## src/rtl/mc_fetch_unit_if.sv

```systemverilog
// Instruction-memory read channel between the fetch unit and the memory.
`timescale 1ns/1ps

interface mc_fetch_unit_if;
  logic        valid;
  logic [31:0] addr;
  logic        ready;
  logic        data_ok;
  logic [31:0] data;

  modport master (output valid, addr, input ready, data_ok, data);
  modport slave  (input valid, addr, output ready, data_ok, data);
endinterface

```

## src/rtl/mc_fetch_unit.sv

```systemverilog
// Fetch stage of the multi-cycle MIPS core: PC, IR and one memory read per fetch.
//
// state | meaning
// IDLE  | no fetch in flight; fetch_go accepted here only
// REQ   | read request presented, waiting for the address to be accepted
// WAIT  | address accepted, waiting for read data
`timescale 1ns/1ps

module mc_fetch_unit #(
  parameter logic [31:0] RESET_PC = 32'hBFC0_0000
) (
  input  logic                  clk,
  input  logic                  reset,
  input  logic                  fetch_go,
  input  logic                  pc_we,
  input  logic [31:0]           pc_wdata,
  mc_fetch_unit_if.master       imem,
  output logic [31:0]           ir,
  output logic [5:0]            op,
  output logic [5:0]            func,
  output logic                  ir_valid,
  output logic [31:0]           ir_pc,
  output logic [31:0]           pc,
  output logic [31:0]           pc_plus4,
  output logic                  fetch_busy,
  output logic                  adel
);

  typedef enum logic [1:0] {IDLE, REQ, WAIT} state_t;

  state_t state, state_next;
  logic   go_ok;
  logic   go_bad;
  logic   load;
  // Set once the PC is redirected during a fetch; the completing load then
  // must not add 4 on top of the written target.
  logic   redirected;

  assign op         = ir[31:26];
  assign func       = ir[5:0];
  assign pc_plus4   = pc + 32'd4;
  assign fetch_busy = (state != IDLE);
  assign imem.valid = (state == REQ);
  // A redirect during REQ must not disturb the address already presented.
  assign imem.addr  = (state == REQ) ? ir_pc : pc;

  // Next-state and per-cycle strobes.
  always_comb begin
    state_next = state;
    go_ok      = 1'b0;
    go_bad     = 1'b0;
    load       = 1'b0;
    case (state)
      IDLE: begin
        if (fetch_go) begin
          if (pc[1:0] == 2'b00) begin
            go_ok      = 1'b1;
            state_next = REQ;
          end else begin
            go_bad     = 1'b1;
          end
        end
      end
      REQ: begin
        if (imem.ready) begin
          if (imem.data_ok) begin
            load       = 1'b1;
            state_next = IDLE;
          end else begin
            state_next = WAIT;
          end
        end
      end
      WAIT: begin
        if (imem.data_ok) begin
          load       = 1'b1;
          state_next = IDLE;
        end
      end
      default: state_next = IDLE;
    endcase
  end

  // State register.
  always_ff @(posedge clk or posedge reset) begin
    if (reset) state <= IDLE;
    else       state <= state_next;
  end

  // PC update: redirect wins over the post-fetch increment.
  always_ff @(posedge clk or posedge reset) begin
    if (reset)                   pc <= RESET_PC;
    else if (pc_we)              pc <= pc_wdata;
    else if (load && !redirected) pc <= pc_plus4;
  end

  // Track whether the PC was written since the current fetch was accepted.
  always_ff @(posedge clk or posedge reset) begin
    if (reset)                          redirected <= 1'b0;
    else if (go_ok)                     redirected <= pc_we;
    else if (pc_we && state != IDLE)    redirected <= 1'b1;
  end

  // Instruction register, its tag and the misaligned-fetch pulse.
  always_ff @(posedge clk or posedge reset) begin
    if (reset) begin
      ir       <= '0;
      ir_pc    <= '0;
      ir_valid <= 1'b0;
      adel     <= 1'b0;
    end else begin
      adel <= go_bad;
      if (go_ok || go_bad) ir_valid <= 1'b0;
      if (go_ok)           ir_pc    <= pc;
      if (load) begin
        ir       <= imem.data;
        ir_valid <= 1'b1;
      end
    end
  end

endmodule

```

## src/flat_wrapper.sv

```systemverilog
// flat-port wrapper written by rule: the top's interface ports become plain ports
module mc_fetch_unit_flat 
#(
  parameter logic [31:0] RESET_PC = 32'hBFC0_0000
)
  (clk, reset, fetch_go, pc_we, pc_wdata, ir, op, func, ir_valid, ir_pc, pc, pc_plus4, fetch_busy, adel, imem_valid, imem_addr, imem_ready, imem_data_ok, imem_data);
  mc_fetch_unit_if imem_i ();
  input  logic clk;
  input  logic reset;
  input  logic fetch_go;
  input  logic pc_we;
  input  logic [31:0] pc_wdata;
  output logic [31:0] ir;
  output logic [5:0] op;
  output logic [5:0] func;
  output logic ir_valid;
  output logic [31:0] ir_pc;
  output logic [31:0] pc;
  output logic [31:0] pc_plus4;
  output logic fetch_busy;
  output logic adel;
  output wire logic [$bits(imem_i.valid)-1:0] imem_valid;
  output wire logic [$bits(imem_i.addr)-1:0] imem_addr;
  input wire logic [$bits(imem_i.ready)-1:0] imem_ready;
  input wire logic [$bits(imem_i.data_ok)-1:0] imem_data_ok;
  input wire logic [$bits(imem_i.data)-1:0] imem_data;
  assign imem_valid = imem_i.valid;
  assign imem_addr = imem_i.addr;
  assign imem_i.ready = imem_ready;
  assign imem_i.data_ok = imem_data_ok;
  assign imem_i.data = imem_data;
  mc_fetch_unit #(.RESET_PC(RESET_PC)) u_core (.clk(clk), .reset(reset), .fetch_go(fetch_go), .pc_we(pc_we), .pc_wdata(pc_wdata), .imem(imem_i), .ir(ir), .op(op), .func(func), .ir_valid(ir_valid), .ir_pc(ir_pc), .pc(pc), .pc_plus4(pc_plus4), .fetch_busy(fetch_busy), .adel(adel));
endmodule
```

## config.mk

```make
export PLATFORM = sky130hd
export DESIGN_NAME = mc_fetch_unit_flat
export DESIGN_NICKNAME = d
export VERILOG_FILES = /design/src/rtl/mc_fetch_unit_if.sv /design/src/rtl/mc_fetch_unit.sv /design/src/flat_wrapper.sv
export SDC_FILE = /design/constraint.sdc
export NUM_CORES = 1
export LEC_CHECK = 0
export BUFFER_PORTS_ARGS = -buffer_cell sky130_fd_sc_hd__clkbuf_2
export CAP_MARGIN = 15
export CORE_MARGIN = 2
export CORE_UTILIZATION = 51
export DETAILED_ROUTE_END_ITERATION = 12
export GPL_TIMING_DRIVEN = 1
export PLACE_DENSITY = 0.9
export SYNTH_ARGS = -nofsm -noshare
export SYNTH_HDL_FRONTEND = slang
export SYNTH_SLANG_ARGS = --single-unit
```

## constraint.sdc

```tcl
create_clock -name clk -period 5.41 [get_ports clk]
set_input_delay 0.2705 -clock clk [delete_from_list [all_inputs] [get_ports clk]]
set_output_delay 0.2705 -clock clk [all_outputs]
set_load 0.01 [all_outputs]
```

==> results of run 1 <==
## synthesized netlist by cell type (4+ instances only)
| library cell | n |
|---|---|
| ha_1 | 4 |
| mux2_2 | 95 |
| dfrtp_1 | 92 |
| inv_1 | 8 |
| clkbuf_1 | 14 |
| o21ai_1 | 15 |
| xor2_1 | 30 |
| nor2_1 | 18 |
| dfstp_2 | 9 |
| nand2_1 | 53 |
| buf_4 | 14 |
| nand3_1 | 17 |
| o21ai_0 | 16 |
| buf_2 | 19 |
| xnor2_1 | 24 |
| and4_1 | 6 |
| nand4_1 | 16 |
## report_power, final
group	switching [mW]	internal, mW	total (mW)	leakage, nW
clock	0.261	0.226	0.487	0.106
combinational	0.758	0.734	1.49	1.99
sequential	0.224	1.03	1.25	1.21
total	1.24	1.99	3.23	3.31
## through the flow
| step | cell area [sq um] | util, % | setup slack, ps | power (mW) | hold slack (ps) |
|---|---|---|---|---|---|
| 6_report | 6790 | 66.1 | 2290 | 3.23 | 93.1 |
| 5_1_grt | 6790 | 66.1 | 2120 | 3.41 | 95.6 |
| 4_1_cts | 6790 | 66.1 | 2340 | 3.25 | 72.5 |
| 3_5_place_dp | 6580 | 64.0 | 2370 | 2.77 | 352 |
| 3_3_place_gp | 6580 | 64.0 | 2550 | 2.69 | 330 |
| 2_1_floorplan | 5400 | - | 2510 | 2.17 | 370 |
## registers in the layout, indices dropped and copies added, names as in the netlist
signal and flops:
u_core.adel 1, u_core.ir_pc 32, u_core.redirected 1, u_core.ir_valid 1, u_core.ir 32, u_core.pc 32, u_core.state 2
## path summary, 6_finish.rpt
path	start	end	slack, ps
setup / recovery	u_core.state[1]	u_core.pc[27]	2290
hold / removal	pc_wdata[22]	u_core.pc[22]	90
setup reg to reg	u_core.state[1]	u_core.pc[27]	2290
hold reg to reg	u_core.ir_valid	u_core.ir_valid	490
max in group asynchronous	reset	u_core.ir_pc[27]	3730
min in group asynchronous	reset	u_core.ir[14]	530
## worst max-delay path: cells and delay by family (launching register included)
family | cells | cell delay, ps
buf+inv | 2 | 410
compound gates | 2 | 510
flops | 1 | 420
fa+ha+maj | 1 | 830
simple gates | 3 | 840
## layer usage
layer  GRT usage [%]  wire length, um  up-vias
met5               0                0        -
met1            29.4             5510     2203
met2            44.8             7560      209
li1                -                -     2099
met3            5.35             1060       26
met4            9.55              263        0
## kinds of logic after synthesis
group           Yosys count  share of synthesized area, %
simple gates            135                          13.4
fa+ha+maj                 4                         0.927
flops                   101                          47.0
compound gates           40                          4.03
xor+xnor                 54                          8.76
buf+inv                  58                          5.45
mux                      98                          20.4
## layout make-up
cell class,count,area (sq um),share of cell area [%]
Multi-Input combinational cell,331,2570,37.9
Sequential cell,101,2540,37.4
Clock buffer,10,138,2.03
Inverter,8,32.5,0.479
Timing Repair Buffer,251,1270,18.8
Clock inverter,6,62.6,0.921
Tap cell,136,170,2.51
## timing repair
item	CTS	global route
hold endpoints to repair	44	0
gates resized for setup	0	0
hold buffers	1	0
==> qor.csv, run 1 <==
metric;value;unit
status;finished, final reports clean;
area_growth;25.8;%
final.setup.tns;0;ps
syn_area_per_cell;11.0;sq um
syn-num-nets;564;
endpoint_kind;flop;
drc;0;
ys.flop_type;dfrtp_1;
num_antenna_cells;0;
ios;246;
grt_pass1_vias;4633;
htree_levels;3;
core;10300;sq um
grt_overflow;0;
synth.top_cells.by_area;dfrtp_1 43%, mux2_2 20%, xor2_1 4.9%, dfstp_2 4.4%, xnor2_1 3.9%;
crit_type;reg2reg;
slowest_delay;830;ps
antenna_found_initial;0;
synth_warnings;0;
power_density;476;nW/um^2
synth_cell_types;38;
path_cells;inv_1, ha_2, a21oi_1, nor3_4, buf_4, nand4_2, or3_1, a31oi_1;
relSlewSlack;27.5;%
rsz0062_at_grt;no;
place_hpwl;10800;um
seq_area_frac_synth;47.0;%
maxSlewViolCount;0;
rr_worst_depth;8;
ant_nets;0;
cap_viol_max_count;0;
grt.total_usage;25.1;%
start_util;52.5;%
fin_crit_sh;57.6;%
slowest_stage;ha_2;
vias;4537;
die_w;107;um
irDropWorstVdd;0.000375;V
path_max_fanout;38;
ys_ff_latch;101;
p_leak;3.31;nW
max_freq;321;MHz
portBuffers;245;
fin_cells;843;
clk_path_buf_depth;2;
finalWeightedCongestion;0.804;
period_minus_slack;3120;ps
num_rows;37;
cts_buffers;9;
crit_arrival;3390;ps
final_cell_mix;245 x clkbuf_2, 95 x mux2_2, 92 x dfrtp_1, 53 x nand2_1, 30 x xor2_1;
clk_pin_slew;100;ps
cts_setup_buffers;0;
worstPathRequired;5690;ps
yosysTopAreaCellShare;42.7;%
clk-insertion-delay-late;360;ps
synth_cells;490;
clock_skew;15.9;ps
first_iter_violations;224;
min_path_cells;3;
grt_max_degree;60;
placedCellCount;826;
synth-edff-count;0;
setup_viol;0;
fin_nets;776;
root_buffer;clkbuf_8;
hp-class;in2reg;
hold_viol;0;
wl_per_cell;17.1;um
cts.sinks;101;
layout-drive-gt1-share;54.0;%
start_kind;flop;
tritoncts;built;
die_h;107;um
via_per_inst;5.38;
async_flop_share;100;%
final_common_cell;clkbuf_2;
dieArea;11400;sq um
fill_cells;816;
dr.pass1.iters;4;
tightest_slew;1080;ps
syn_area;5400;sq um
grt_pass1_wl;22500;um
yosysTopAreaCell;dfrtp_1;
drt-total-wl;14400;um
Power figures use the tool's default switching activity.
==> run 2, diff against run 1 <==
CORE_UTILIZATION = 48   (was 51)
PLACE_DENSITY = 0.86   (was 0.9)
clock period = 2.95 ns   (was 5.41 ns; I/O delays follow)
==> run 2 against run 1 <==
Effect of this change:
- sequential share of layout area is 2.4 points lower
- worst hold slack worse by 79 ps
- die area is 6.0% higher
- setup slack worse by 2000 ps
- total power is 85% higher
- global-route usage is 0.26 points higher
- non-clock buffer count is 48 higher
- first-iteration DRC count is 13% higher
- sequential power is 86% higher
- utilization is 0.49 points higher
- highest routed layer unchanged
==> qor.csv, run 2 (synthesized netlist as in run 1, its figures left out) <==
metric;value;unit
dieArea;12100;sq um
ios;246;
cap_viol_max_count;0;
hp-class;in2reg;
endpoint_kind;output pin;
finalWeightedCongestion;0.836;
power_density;824;nW/um^2
path_max_fanout;12;
grt_pass1_vias;4762;
die_w;110;um
relSlewSlack;51.7;%
final_common_cell;clkbuf_2;
clock_skew;14.7;ps
htree_levels;3;
place_area;6630;sq um
final_cell_mix;245 x clkbuf_2, 95 x mux2_2, 92 x dfrtp_1, 53 x nand2_1, 43 x dlygate4sd3_1;
clk_pin_slew;100;ps
clk-insertion-delay-late;370;ps
grt.total_usage;25.3;%
grt_overflow;0;
placedCellCount;836;
place_hpwl;10700;um
maxSlewViolCount;0;
antenna_found_initial;0;
p_leak;3.52;nW
vias;4782;
die_h;110;um
fin_crit_sh;90.4;%
clk_path_buf_depth;2;
period_minus_slack;2670;ps
drt-total-wl;15400;um
first_iter_violations;252;
num_antenna_cells;0;
tightest_slew;724;ps
crit_arrival;2520;ps
crit_type;reg2out;
fin_cells;895;
via_per_inst;5.34;
start_kind;flop;
rsz0062_at_grt;no;
dr.pass1.iters;4;
start_util;49.6;%
setup_viol;0;
cts.sinks;101;
num_rows;38;
status;finished, final reports clean;
core;10900;sq um
fin_nets;824;
grt_pass1_wl;23700;um
final_area;7250;sq um
wl_per_cell;17.3;um
portBuffers;245;
worstPathRequired;2800;ps
top_regs;u_core.ir x32, u_core.ir_pc x32, u_core.pc x32;
layout-drive-gt1-share;51.4;%
area_growth;34.3;%
tritoncts;built;
grt_max_degree;60;
max_freq;375;MHz
irDropWorstVdd;0.000624;V
cts_buffers;9;
final.setup.tns;0;ps
hold_viol;0;
ant_nets;0;
root_buffer;clkbuf_8;
drc;0;
==> run 2: area by class of cell <==
| class | instances | area [sq um] |
|---|---|---|
| sequential | 101 | 2540 |
| clock buffer | 9 | 124 |
| multi-input combinational | 331 | 2580 |
| tap | 140 | 175 |
| inverter | 8 | 32.5 |
| clock inverter | 7 | 56.3 |
| timing repair buffer | 299 | 1740 |
| fill | 805 | 3640 |
==> run 2: layer usage <==
metal,share of wire [%],up-vias,global-route usage (%),wire (um)
met4,2.4,0,10.8,378
li1,-,2191,-,-
met5,0,-,0,0
met1,40,2349,31.2,6150
met3,6.2,35,4.00,958
met2,52,207,43.9,7960
==> run 2: timing repair <==
action,4_1_cts,5_1_grt
setup endpoints to repair,0,1
hold buffers,41,2
hold endpoints to repair,97,2
setup buffers,0,0
resized for setup,0,1
==> run 2: where the power goes <==
part           switching (mW)  internal [mW]
registers               0.438           1.89
logic                    1.41           1.39
clock network           0.523          0.323
==> run 2: worst paths after layout <==
check,startpoint,cells past startpoint,endpoint,slack [ps]
setup / recovery,u_core.pc[10],6,pc_plus4[31],280
hold / removal,imem_data[9],2,u_core.ir[9],10
setup reg to reg,u_core.pc[10],5,u_core.pc[31],540
hold reg to reg,u_core.ir[17],1,u_core.ir[17],510
max in group asynchronous,reset,4,u_core.pc[24],1650
min in group asynchronous,reset,3,u_core.ir_pc[1],460
==> run 2: through the flow <==
step                setup WS (ps)  utilization, %  hold WS [ps]  total power [mW]
finish                        284            66.6          13.9              5.97
global route                 50.0            66.6         0.295              6.34
CTS                           189            66.3         0.471              5.97
detailed placement            549            60.9           322              5.07
global placement              647            60.9           305              4.96
floorplan                     170               -           247              3.98
==> run 2: worst max-delay path, stage by stage, from the launching register on <==
cell	delay, ps
dfrtp_1	590
nand4_1	240
nor4_4	610
nand2_1	230
nor2_1	190
xor2_1	150
clkbuf_2	150
==> run 3, diff against run 2 <==
CORE_MARGIN = unset   (was 2)
TNS_END_PERCENT = 20   (was unset)
==> run 3 against run 2 <==
Effect of this change:
- register-to-register slack lost 60 ps
- combinational power about the same
- critical path depth did not move
- sequential power barely moved
- critical path type unchanged
- critical endpoint unchanged
- largest cell class unchanged
- highest routed layer unchanged
==> qor.csv, run 3 (synthesized netlist as in run 1, its figures left out) <==
metric;value;unit
drt-total-wl;15200;um
fin_crit_sh;93.8;%
die_h;108;um
p_sw;2.33;mW
p_int;3.79;mW
regArea;2540;sq um
placedCellCount;836;
dr.pass1.iters;5;
crit_buf_inv;1;
clk_path_buf_depth;2;
slowest_delay;620;ps
portBuffers;245;
dieArea;11700;sq um
core;10900;sq um
ios;246;
setup_viol;0;
rr_startpoint;u_core.pc[10];
postLayoutCoreUtil;67.4;%
relSlewSlack;56.0;%
layout-drive-gt1-share;51.2;%
finalWeightedCongestion;0.840;
fin_nets;827;
status;finished, final reports clean;
max_freq;361;MHz
path_cells;nand4_1, nor4_4, nand2_1, nor2_1, xor2_1, clkbuf_2;
cts_buffers;9;
final.setup.tns;0;ps
setup.worst_path.start;u_core.pc[10];
path_delay_family;simple AND/OR/NAND/NOR gates;
grt.total_usage;26.3;%
htree_levels;3;
rr_worst_depth;5;
clk_pin_slew;100;ps
tritoncts;built;
wl_per_cell;17.0;um
fin_cells;898;
tightest_slew;656;ps
clkPwrFrac;16.5;%
post_cts_resized;0;
cap_viol_max_count;0;
worstPathRequired;2800;ps
cp.depth;6;
grt_overflow;0;
rsz0062_at_grt;no;
power;6.12;mW
start_util;49.6;%
comb_power_share;45.6;%
num_antenna_cells;0;
num_rows;38;
place_hpwl;10600;um
p_sw_share;38.1;%
clock_skew;10.7;ps
top_regs;u_core.ir x32, u_core.ir_pc x32, u_core.pc x32;
cts.sinks;101;
area_growth;35.9;%
grt_pass1_vias;4794;
drc;0;
endpoint;pc_plus4[31];
fill_cells;792;
start_kind;flop;
root_buffer;clkbuf_8;
hold_viol;0;
maxSlewViolCount;0;
antenna_found_initial;0;
irDropWorstVdd;0.000618;V
crit_arrival;2620;ps
grt_max_degree;62;
hp-class;in2reg;
die_w;108;um
grt_pass1_wl;23800;um
first_iter_violations;219;
multi_input_area;2570;sq um
slowest_stage;nor4_4;
final_common_cell;clkbuf_2;
endpoint_kind;output pin;
ff2ff_setup_slack;480;ps
p_seq_share;37.9;%
cts_setup_buffers;0;
via_per_inst;5.41;
final_cell_mix;245 x clkbuf_2, 95 x mux2_2, 92 x dfrtp_1, 53 x nand2_1, 46 x dlygate4sd3_1;
vias;4855;
period_minus_slack;2770;ps
ant_nets;0;
path_max_fanout;12;
clk-insertion-delay-late;360;ps
p_leak;3.54;nW
power_density;835;nW/um^2
timing.rr.end;u_core.pc[31];
crit_type;reg2out;
run 3: cell types whose count changed in the layout (fill, tap and decap cells not counted), sizes merged:
| cell | before | now |
|---|---|---|
| clkinv | 2 | 1 |
| clkbuf | 254 | 255 |
| clkinvlp | 0 | 1 |
| bufinv | 0 | 2 |
| dlygate4sd3 | 43 | 46 |
| inv | 13 | 10 |
run 3: worst min path at each step:
stage               depth (start not counted)               to  slack [ps]           from
finish                                      3    u_core.pc[16]          10   pc_wdata[16]
global route                                2    u_core.ir[21]           2  imem_data[21]
CTS                                         2    u_core.ir[21]         0.1  imem_data[21]
detailed placement                          2  u_core.ir_pc[0]         220          reset
global placement                            2    u_core.ir[11]         210          reset
floorplan                                   2    u_core.pc[22]         250   pc_wdata[22]
run 3: power groups by stage:
stage	Combinational, mW	Clock [mW]	Sequential, mW
6_report	2.79	1.01	2.32
5_1_grt	2.99	1.08	2.39
4_1_cts	2.79	1.03	2.31
3_5_place_dp	2.74	0	2.32
3_3_place_gp	2.68	0	2.28
2_1_floorplan	1.54	0	2.44
run 3: metal layers:
layer / GRT usage [%] / routed length [um] / part of all wire [%]
met1: 31.6 / 5950 / 39
met2: 44.9 / 7750 / 51
met3: 4.82 / 1060 / 7.0
met4: 13.6 / 483 / 3.2
met5: 0 / 0 / 0
run 3: timing repair:
action,in CTS,in global routing
setup endpoints to repair,0,0
hold buffers,46,0
hold endpoints to repair,76,0
run 3: stage by stage:
step | setup WS, ps | hold WS (ps) | cell area [sq um]
finish | 184 | 12.9 | 7330
global route | 33.8 | 2.34 | 7330
CTS | 265 | 0.124 | 7330
detailed placement | 553 | 220 | 6640
global placement | 744 | 209 | 6640
floorplan | 170 | 247 | 5400
run 3: final cells by class:
class / instances / area share (%)
tap: 140 / 2.39
clock inverter: 6 / 1.28
timing repair buffer: 302 / 24.3
sequential: 101 / 34.6
inverter: 8 / 0.444
multi-input combinational: 331 / 35.1
clock buffer: 10 / 1.88
run 3: worst reg2reg max path: stages (launching register included):
cell and delay [ps]:
dfrtp_1 570, nand4_1 260, nor4_4 620, nand4_2 300, or3_1 440, a31oi_1 200
